File: config.mk
export PLATFORM = sky130hd
export DESIGN_NAME = rng_fetch_flat
export DESIGN_NICKNAME = d
export VERILOG_FILES = /design/src/rtl/rng_fetch_if.sv /design/src/rtl/rng_fetch.sv /design/src/flat_wrapper.sv
export SDC_FILE = /design/constraint.sdc
export NUM_CORES = 1
export LEC_CHECK = 0
export CORE_AREA = 4 4 180 182
export CTS_BUF_LIST = sky130_fd_sc_hd__clkbuf_8
export CTS_CLUSTER_DIAMETER = 50
export DETAILED_ROUTE_END_ITERATION = 12
export DIE_AREA = 0 0 184 186
export PLACE_DENSITY = 0.57
export SETUP_SLACK_MARGIN = 0.5
export SYNTH_ARGS = -nofsm -noshare
export SYNTH_HDL_FRONTEND = slang
export SYNTH_SLANG_ARGS = --single-unit
File: constraint.sdc
create_clock -name clk -period 9.1 [get_ports clk]
set_clock_uncertainty 0.15 [all_clocks]
set_input_delay 1.365 -clock clk [delete_from_list [all_inputs] [get_ports clk]]
set_output_delay 1.365 -clock clk [all_outputs]
set_load 0.005 [all_outputs]
File: src/rtl/rng_fetch_if.sv
// rng_fetch_if: rng start/valid handshake and downstream ready/valid stream for rng_fetch.
interface rng_fetch_if #(parameter int DEPTH = 8);
    logic                   en;
    logic                   rng_start;
    logic                   rng_valid;
    logic [31:0]            rng_data;
    logic [31:0]            m_data;
    logic                   m_valid;
    logic                   m_ready;
    logic [$clog2(DEPTH):0] level;
    modport master (input en, rng_valid, rng_data, m_ready, output rng_start, m_data, m_valid, level);
    modport slave (output en, rng_valid, rng_data, m_ready, input rng_start, m_data, m_valid, level);
endinterface

File: src/rtl/rng_fetch.sv
// rng_fetch: prefetches rng words into a FIFO and streams them out as ready/valid.
// Optional RNG_FETCH_STATS_EN adds word_cnt and a sticky stall_seen flag.
module rng_fetch #(
    parameter int DEPTH = 8
) (
    input  logic        clk,
    input  logic        rst,
    rng_fetch_if.master bus
`ifdef RNG_FETCH_STATS_EN
    ,
    output logic [31:0] word_cnt,
    output logic        stall_seen
`endif
);
    localparam int AW = $clog2(DEPTH);
    localparam int LW = AW + 1;

    typedef enum logic [1:0] {WAIT_HI, REQ, WAIT_LO} state_t;

    state_t        state, state_nxt;
    logic [31:0]   mem [DEPTH];
    logic [AW:0]   wptr, rptr;
    logic          full, empty, push, pop, start_q;

    assign empty = wptr == rptr;
    assign full  = (wptr[AW] != rptr[AW]) && (wptr[AW-1:0] == rptr[AW-1:0]);
    // a pop in the same cycle does not free a slot for this write
    assign push  = (state == WAIT_HI) && bus.rng_valid && !full && bus.en;
    assign pop   = !empty && bus.m_ready;

    assign bus.rng_start = start_q;
    assign bus.m_valid   = !empty;
    assign bus.m_data    = empty ? 32'd0 : mem[rptr[AW-1:0]];
    assign bus.level     = LW'(wptr - rptr);

    always_comb begin
        state_nxt = state;
        unique case (state)
            WAIT_HI: state_nxt = push ? REQ : WAIT_HI;
            REQ:     state_nxt = WAIT_LO;
            WAIT_LO: state_nxt = bus.rng_valid ? WAIT_LO : WAIT_HI;
            default: state_nxt = WAIT_HI;
        endcase
    end

    always_ff @(posedge clk or negedge rst) begin
        if (!rst) begin
            state   <= WAIT_HI;
            wptr    <= '0;
            rptr    <= '0;
            start_q <= 1'b0;
        end else begin
            state   <= state_nxt;
            wptr    <= wptr + LW'(push);
            rptr    <= rptr + LW'(pop);
            start_q <= state_nxt == REQ;
        end
    end

    always_ff @(posedge clk) begin
        if (push) mem[wptr[AW-1:0]] <= bus.rng_data;
    end

`ifdef RNG_FETCH_STATS_EN
    always_ff @(posedge clk or negedge rst) begin
        if (!rst) begin
            word_cnt   <= '0;
            stall_seen <= 1'b0;
        end else begin
            word_cnt   <= word_cnt + 32'(push);
            stall_seen <= stall_seen | ((state == WAIT_HI) && bus.rng_valid && full);
        end
    end
`endif
endmodule
File: src/flat_wrapper.sv
// flat-port wrapper written by rule: the top's interface ports become plain ports
module rng_fetch_flat 
#(
    parameter int DEPTH = 8
)
  (clk, rst, bus_en, bus_rng_valid, bus_rng_data, bus_m_ready, bus_rng_start, bus_m_data, bus_m_valid, bus_level);
  rng_fetch_if #(.DEPTH(DEPTH)) bus_i ();
  input  logic clk;
  input  logic rst;
  input wire logic [$bits(bus_i.en)-1:0] bus_en;
  input wire logic [$bits(bus_i.rng_valid)-1:0] bus_rng_valid;
  input wire logic [$bits(bus_i.rng_data)-1:0] bus_rng_data;
  input wire logic [$bits(bus_i.m_ready)-1:0] bus_m_ready;
  output wire logic [$bits(bus_i.rng_start)-1:0] bus_rng_start;
  output wire logic [$bits(bus_i.m_data)-1:0] bus_m_data;
  output wire logic [$bits(bus_i.m_valid)-1:0] bus_m_valid;
  output wire logic [$bits(bus_i.level)-1:0] bus_level;
  assign bus_i.en = bus_en;
  assign bus_i.rng_valid = bus_rng_valid;
  assign bus_i.rng_data = bus_rng_data;
  assign bus_i.m_ready = bus_m_ready;
  assign bus_rng_start = bus_i.rng_start;
  assign bus_m_data = bus_i.m_data;
  assign bus_m_valid = bus_i.m_valid;
  assign bus_level = bus_i.level;
  rng_fetch #(.DEPTH(DEPTH)) u_core (.clk(clk), .rst(rst), .bus(bus_i));
endmodule
==> results of run 1 <==
[cells in the final DEF, fill, tap and decap left out, types with 2 or more instances in the layout]
cell / count
nand2_1: 37
clkinv_2: 7
clkbuf_8: 45
inv_1: 19
o21a_1: 3
nor3_2: 2
edfxtp_1: 256
ha_1: 7
a22oi_1: 32
mux2i_1: 128
xor2_1: 2
clkinv_1: 11
xnor2_1: 4
nor2_4: 8
dfrtp_1: 10
a221oi_2: 31
buf_4: 15
clkdlybuf4s50_1: 74
bufinv_16: 3
nand3_1: 3
[worst max-delay path, delay by kind of cell, from the launching register on]
family | cells | cell delay [ns]
AO/OA/AOI/OAI | 2 | 0.48
AND/OR/NAND/NOR | 1 | 0.09
flip-flops | 1 | 1.03
buffers and inverters | 2 | 1.28
multiplexers | 1 | 0.19
[Yosys cell counts (all sizes together) (3+ instances only)]
| cell type | count | area [sq um] |
|---|---|---|
| xnor2 | 5 | 51.3 |
| clkbuf | 5 | 30.0 |
| nor2 | 8 | 30.0 |
| ha | 7 | 87.6 |
| buf | 27 | 229 |
| edfxtp | 256 | 7690 |
| a22oi | 32 | 240 |
| dfrtp | 11 | 275 |
| nand2 | 37 | 139 |
| a221oi | 32 | 474 |
| mux2i | 128 | 1280 |
| o21a | 3 | 22.5 |
| nand3 | 3 | 15.0 |
| inv | 8 | 30.0 |
[through the flow]
stage | instance area (sq um) | utilization
6_report | 12700 | 0.416
4_1_cts | 12700 | 0.416
3_3_place_gp | 11900 | 0.388
3_5_place_dp | 11900 | 0.388
2_1_floorplan | 10700 | -
5_1_grt | 12700 | 0.416
[flip-flops by register name, indices dropped and copies added, names as in the netlist]
| register | count |
|---|---|
| u_core.mem | 256 |
| u_core.rptr | 4 |
| u_core.wptr | 4 |
| u_core.state | 2 |
| u_core.bus.rng_start | 1 |
[path summary, 6_finish.rpt]
check | cells past startpoint | slack (ns) | endpoint
setup reg to reg | 6 | 5.58 | u_core.mem[5][31]
hold / removal | 1 | 0.37 | u_core.state[1]
min in group asynchronous | 1 | 1.04 | u_core.wptr[1]
setup / recovery | 6 | 3.94 | bus_m_data[17]
hold reg to reg | 1 | 0.37 | u_core.state[1]
max in group asynchronous | 1 | 7.37 | u_core.rptr[0]
[power by group through the flow]
stage | registers, W | clock network, W | logic [W]
after detailed placement | 0.00159 | 0 | 0.00157
after global placement | 0.00158 | 0 | 0.00156
after floorplan | 0.00151 | 0 | 0.000989
after CTS | 0.00156 | 0.00102 | 0.00158
after global routing | 0.00157 | 0.00109 | 0.00168
final | 0.00156 | 0.000989 | 0.00154
[logic make-up after synthesis]
family                     Yosys count  share of synthesized area
buffers and inverters               40                     0.0270
muxes                              128                      0.120
adders and majority gates            8                     0.0100
xor gates and xnor gates             7                    0.00643
DFF                                267                      0.743
and+or+nand+nor                     56                     0.0230
AOI/OAI and AO/OA                   70                     0.0704
[layout make-up]
cell class / instances / area [sq um] / area share
well taps: 396 / 495 / 0.0390
multi-input cells: 269 / 2540 / 0.199
flip-flops and latches: 267 / 7970 / 0.626
inverters: 8 / 30.0 / 0.00236
repair buffers: 89 / 853 / 0.0671
clock inverters: 34 / 219 / 0.0172
clock buffers: 45 / 619 / 0.0487
[layer usage]
layer,up-vias,global-route usage,share of wire
li1,2516,-,-
met1,2715,0.163,0.41
met2,150,0.228,0.51
met3,38,0.0266,0.061
met4,0,0.0458,0.022
met5,-,0,0
==> qor.yml, run 1 <==
postSynthCellCount: 576
numCtsBuffers: 43
synth_seq_area_share: 0.743
synthArstFlopShare: 0.0412
post_drt_wl_per_cell_um: 20.3
ios: 75
worstSetupStartpointType: "flip-flop"
grt_max_degree: 55
dr.pass1.iters: 6
drt_wl_total_mm: 22.5
endpoint_kind: "output pin"
grt_pass1_wl_mm: 33.9
reg2reg_from: "u_core.rptr[0]"
critPathMaxFanout: 54
drv_cap: 0
clkPwrFrac: 0.242
hp-start: "u_core.state[1]"
p_sw_w: 0.00132
post_cts_buffers: 0
worst_pin_slew_ns: 1.01
synth_area_sq_um: 10700
htree_levels: 2
antenna_found_initial: 0
fin_ws_ns: 3.94
switching_share: 0.324
initial_core_util: 0.350
tritoncts: "yes"
final_cell_count_no_fill: 1108
drtAntennaViolNets: 0
num_rows: 64
cts.path.max_buffers: 3
rsz0062_at_grt: "false"
n_antenna_cell: 0
status: "finished, final reports clean"
path_class: "flip-flop to output pin"
cp.arrival_ns: 3.65
grt-ovfl-total: 0
root_buffer: "clkbuf_8"
pwr-share-comb: 0.376
finalSetupViolCount: 0
ir_drop_uv: 144
clk_latency_ns: 0.53
clk_pin_slew_ns: 0.05
holdCritPathClass: "flip-flop to flip-flop"
critPathLaunch: "u_core.rptr[0]"
cp_slowest_cell: "dfrtp_4"
relSlewSlack: 0.323
ys.flop_type: "edfxtp_1"
syn-num-nets: 621
dr_total_vias: 5419
p_leak_nw: 4.59
fin_crit_ns: 5.16
required_ns: 7.59
setup_tns_ns: 0
io_buffers: 74
nFillCells: 2758
dp_cells: 1029
cts.sinks: 267
hold_violations: 0
drc_errors: 0
via_per_inst: 4.89
first_iter_violations: 312
place_congestion: 0.698
place_ws_ns: 4.43
slew_violations: 0
final.period_utilization: 0.567
p_total_w: 0.00409
power_density_nw_per_um2: 321
max_freq_ghz: 0.194
final_nets: 723
syn_to_final_growth_pct: 18.8
die_w_um: 184
power.internal_w: 0.00276
path_cells: "buf_4 > mux2i_1 > a22oi_1 > nand2_1 > a221oi_2 > clkdlybuf4s50_1"
pwr-share-seq: 0.382
grt_pass1_vias: 5777
grt_usage: 0.131
cts_hold_repair.buffers: 0
dp_hpwl_mm: 12.8
synth_edf_count: 256
syn_area_per_cell_sq_um: 18.6
layout-drive-gt1-share: 0.167
ctsResizeCount: 0
core_sq_um: 30600
yosysUniqueCellTypes: 33
ys.warnings.count: 0
die_area_sq_um: 34200
die_h_um: 186
synth-seq-cells: 267
whs_ns: 0.367
max_stage_delay_ns: 1.03
No activity file was read; power rests on OpenSTA's default activity.
==> inputs of run 2 (changes only) <==
Clock period 9.1 ns to 5 ns, I/O delays scaled along.
==> run 2 against run 1 <==
Net effect: clock power increased by 79%; sequential share of layout area increased by 0.20 points; clock-buffer cell count unchanged; first-iteration DRC count decreased by 1.3%; sequential power increased by 76%; critical path depth increased by 1; die area unchanged; sequential cell count unchanged; critical endpoint is now bus_m_data[0]; largest cell class unchanged.
==> qor.yml, run 2 (synthesized netlist as in run 1, its figures left out) <==
setup_tns_ns: 0  # unchanged
ios: 75  # unchanged
initial_core_util: 0.350  # unchanged
ir_drop_uv: 479  # +230%
ctsResizeCount: 0  # unchanged
finalSetupViolCount: 0  # unchanged
nFillCells: 2761  # +0.11%
antenna_found_initial: 0  # unchanged
die_area_sq_um: 34200  # unchanged
via_per_inst: 4.90  # +0.16%
die_h_um: 186  # unchanged
status: "finished, final reports clean"
drv_cap: 0  # unchanged
endpoint_kind: "output pin"
critPathMaxFanout: 18  # -67%
largest_register_ffs: 256  # unchanged
dr_total_vias: 5413  # -0.11%
rsz0062_at_grt: "false"
io_buffers: 74  # unchanged
worstSetupStartpointType: "flip-flop"
drc_errors: 0  # unchanged
final_nets: 719  # -0.55%
first_iter_violations: 308  # -1.3%
fin_crit_ns: 4.17
dp_cells: 1024  # -0.49%
die_w_um: 184  # unchanged
htree_levels: 2  # unchanged
num_rows: 64  # unchanged
final_cell_count_no_fill: 1105  # -0.27%
drtAntennaViolNets: 0  # unchanged
drt_wl_total_mm: 22.2  # -1.1%
post_drt_wl_per_cell_um: 20.1  # -0.87%
root_buffer: "clkbuf_8"
power_density_nw_per_um2: 585  # +82%
hold_violations: 0  # unchanged
cts.path.max_buffers: 3  # unchanged
numCtsBuffers: 44  # +2.3%
p_leak_nw: 4.56  # -0.68%
relSlewSlack: 0.237  # -0.0863
core_sq_um: 30600  # unchanged
max_freq_ghz: 0.240
n_antenna_cell: 0  # unchanged
place_congestion: 0.710  # +1.7%
p_total_w: 0.00741  # +81%
syn_to_final_growth_pct: 18.4
path_class: "flip-flop to output pin"
dp_hpwl_mm: 12.6  # -1.2%
final_cell_mix: "edfxtp_1 (256), mux2i_1 (128), clkdlybuf4s50_1 (74), clkbuf_8 (45), nand2_1 (37)"
holdCritPathClass: "flip-flop to flip-flop"
cts_hold_repair.buffers: 0  # unchanged
grt_max_degree: 130  # +140%
clk_latency_ns: 0.53  # about the same
required_ns: 4.10  # -3.49 ns
slew_violations: 0  # unchanged
post_cts_buffers: 0  # unchanged
final.period_utilization: 0.834
dr.pass1.iters: 4  # -2
worst_pin_slew_ns: 1.14  # +0.129 ns
tritoncts: "yes"
layout_commonest_cell: "edfxtp_1"
grt_pass1_wl_mm: 34.0  # +0.22%
cp.arrival_ns: 3.27  # -0.38 ns
grt_usage: 0.129  # -0.00181
utilization: 0.414  # -0.00135
whs_ns: 0.375  # +0.00758 ns
cts.sinks: 267  # unchanged
grt-ovfl-total: 0  # unchanged
grt_pass1_vias: 5920  # +2.5%
clk_pin_slew_ns: 0.06  # about the same
layout-drive-gt1-share: 0.159  # -0.00776
run 2: area by class of cell:
cell class	count	area, sq um	share of cell area
Tap cell	396	495	0.0391
Timing Repair Buffer	84	828	0.0653
Clock buffer	45	619	0.0489
Inverter	8	30.0	0.00237
Sequential cell	267	7970	0.628
Multi-Input combinational cell	269	2540	0.200
Clock inverter	36	203	0.0160
run 2: report_power, final:
group	internal [W]	switching [W]
combinational	0.00142	0.00149
sequential	0.00264	0.0000933
clock	0.000942	0.000826
run 2: path summary, 6_finish.rpt:
kind	from	to	slack [ns]	cells after the start
max in group asynchronous	rst	u_core.rptr[0]	3.90	1
worst min register to register	u_core.rptr[3]	u_core.rptr[3]	0.37	1
worst min-delay path	u_core.rptr[3]	u_core.rptr[3]	0.37	1
worst max register to register	u_core.rptr[2]	u_core.rptr[2]	1.88	8
min in group asynchronous	rst	u_core.rptr[0]	0.42	1
worst max-delay path	u_core.rptr[2]	bus_m_data[0]	0.83	7
run 2: stage by stage:
stage,area [sq um],setup slack (ns)
2_1_floorplan,10700,0.940
3_3_place_gp,11900,1.45
3_5_place_dp,11900,1.35
4_1_cts,12700,0.760
5_1_grt,12700,0.629
6_report,12700,0.830
run 2: per-layer routing:
layer	vias to the layer above	wire length (um)	GRT usage
met3	39	939	0.0258
met5	-	0	0
met1	2745	9620	0.161
met4	0	435	0.0364
met2	117	11200	0.230
li1	2512	-	-
run 2: critical path: stages, from the launching register on:
cell and delay (ns):
dfrtp_1 0.51, inv_2 0.10, ha_1 0.37, nand4_2 0.49, buf_4 0.38, nand2_1 0.12, a221oi_2 0.21, clkdlybuf4s50_1 0.55
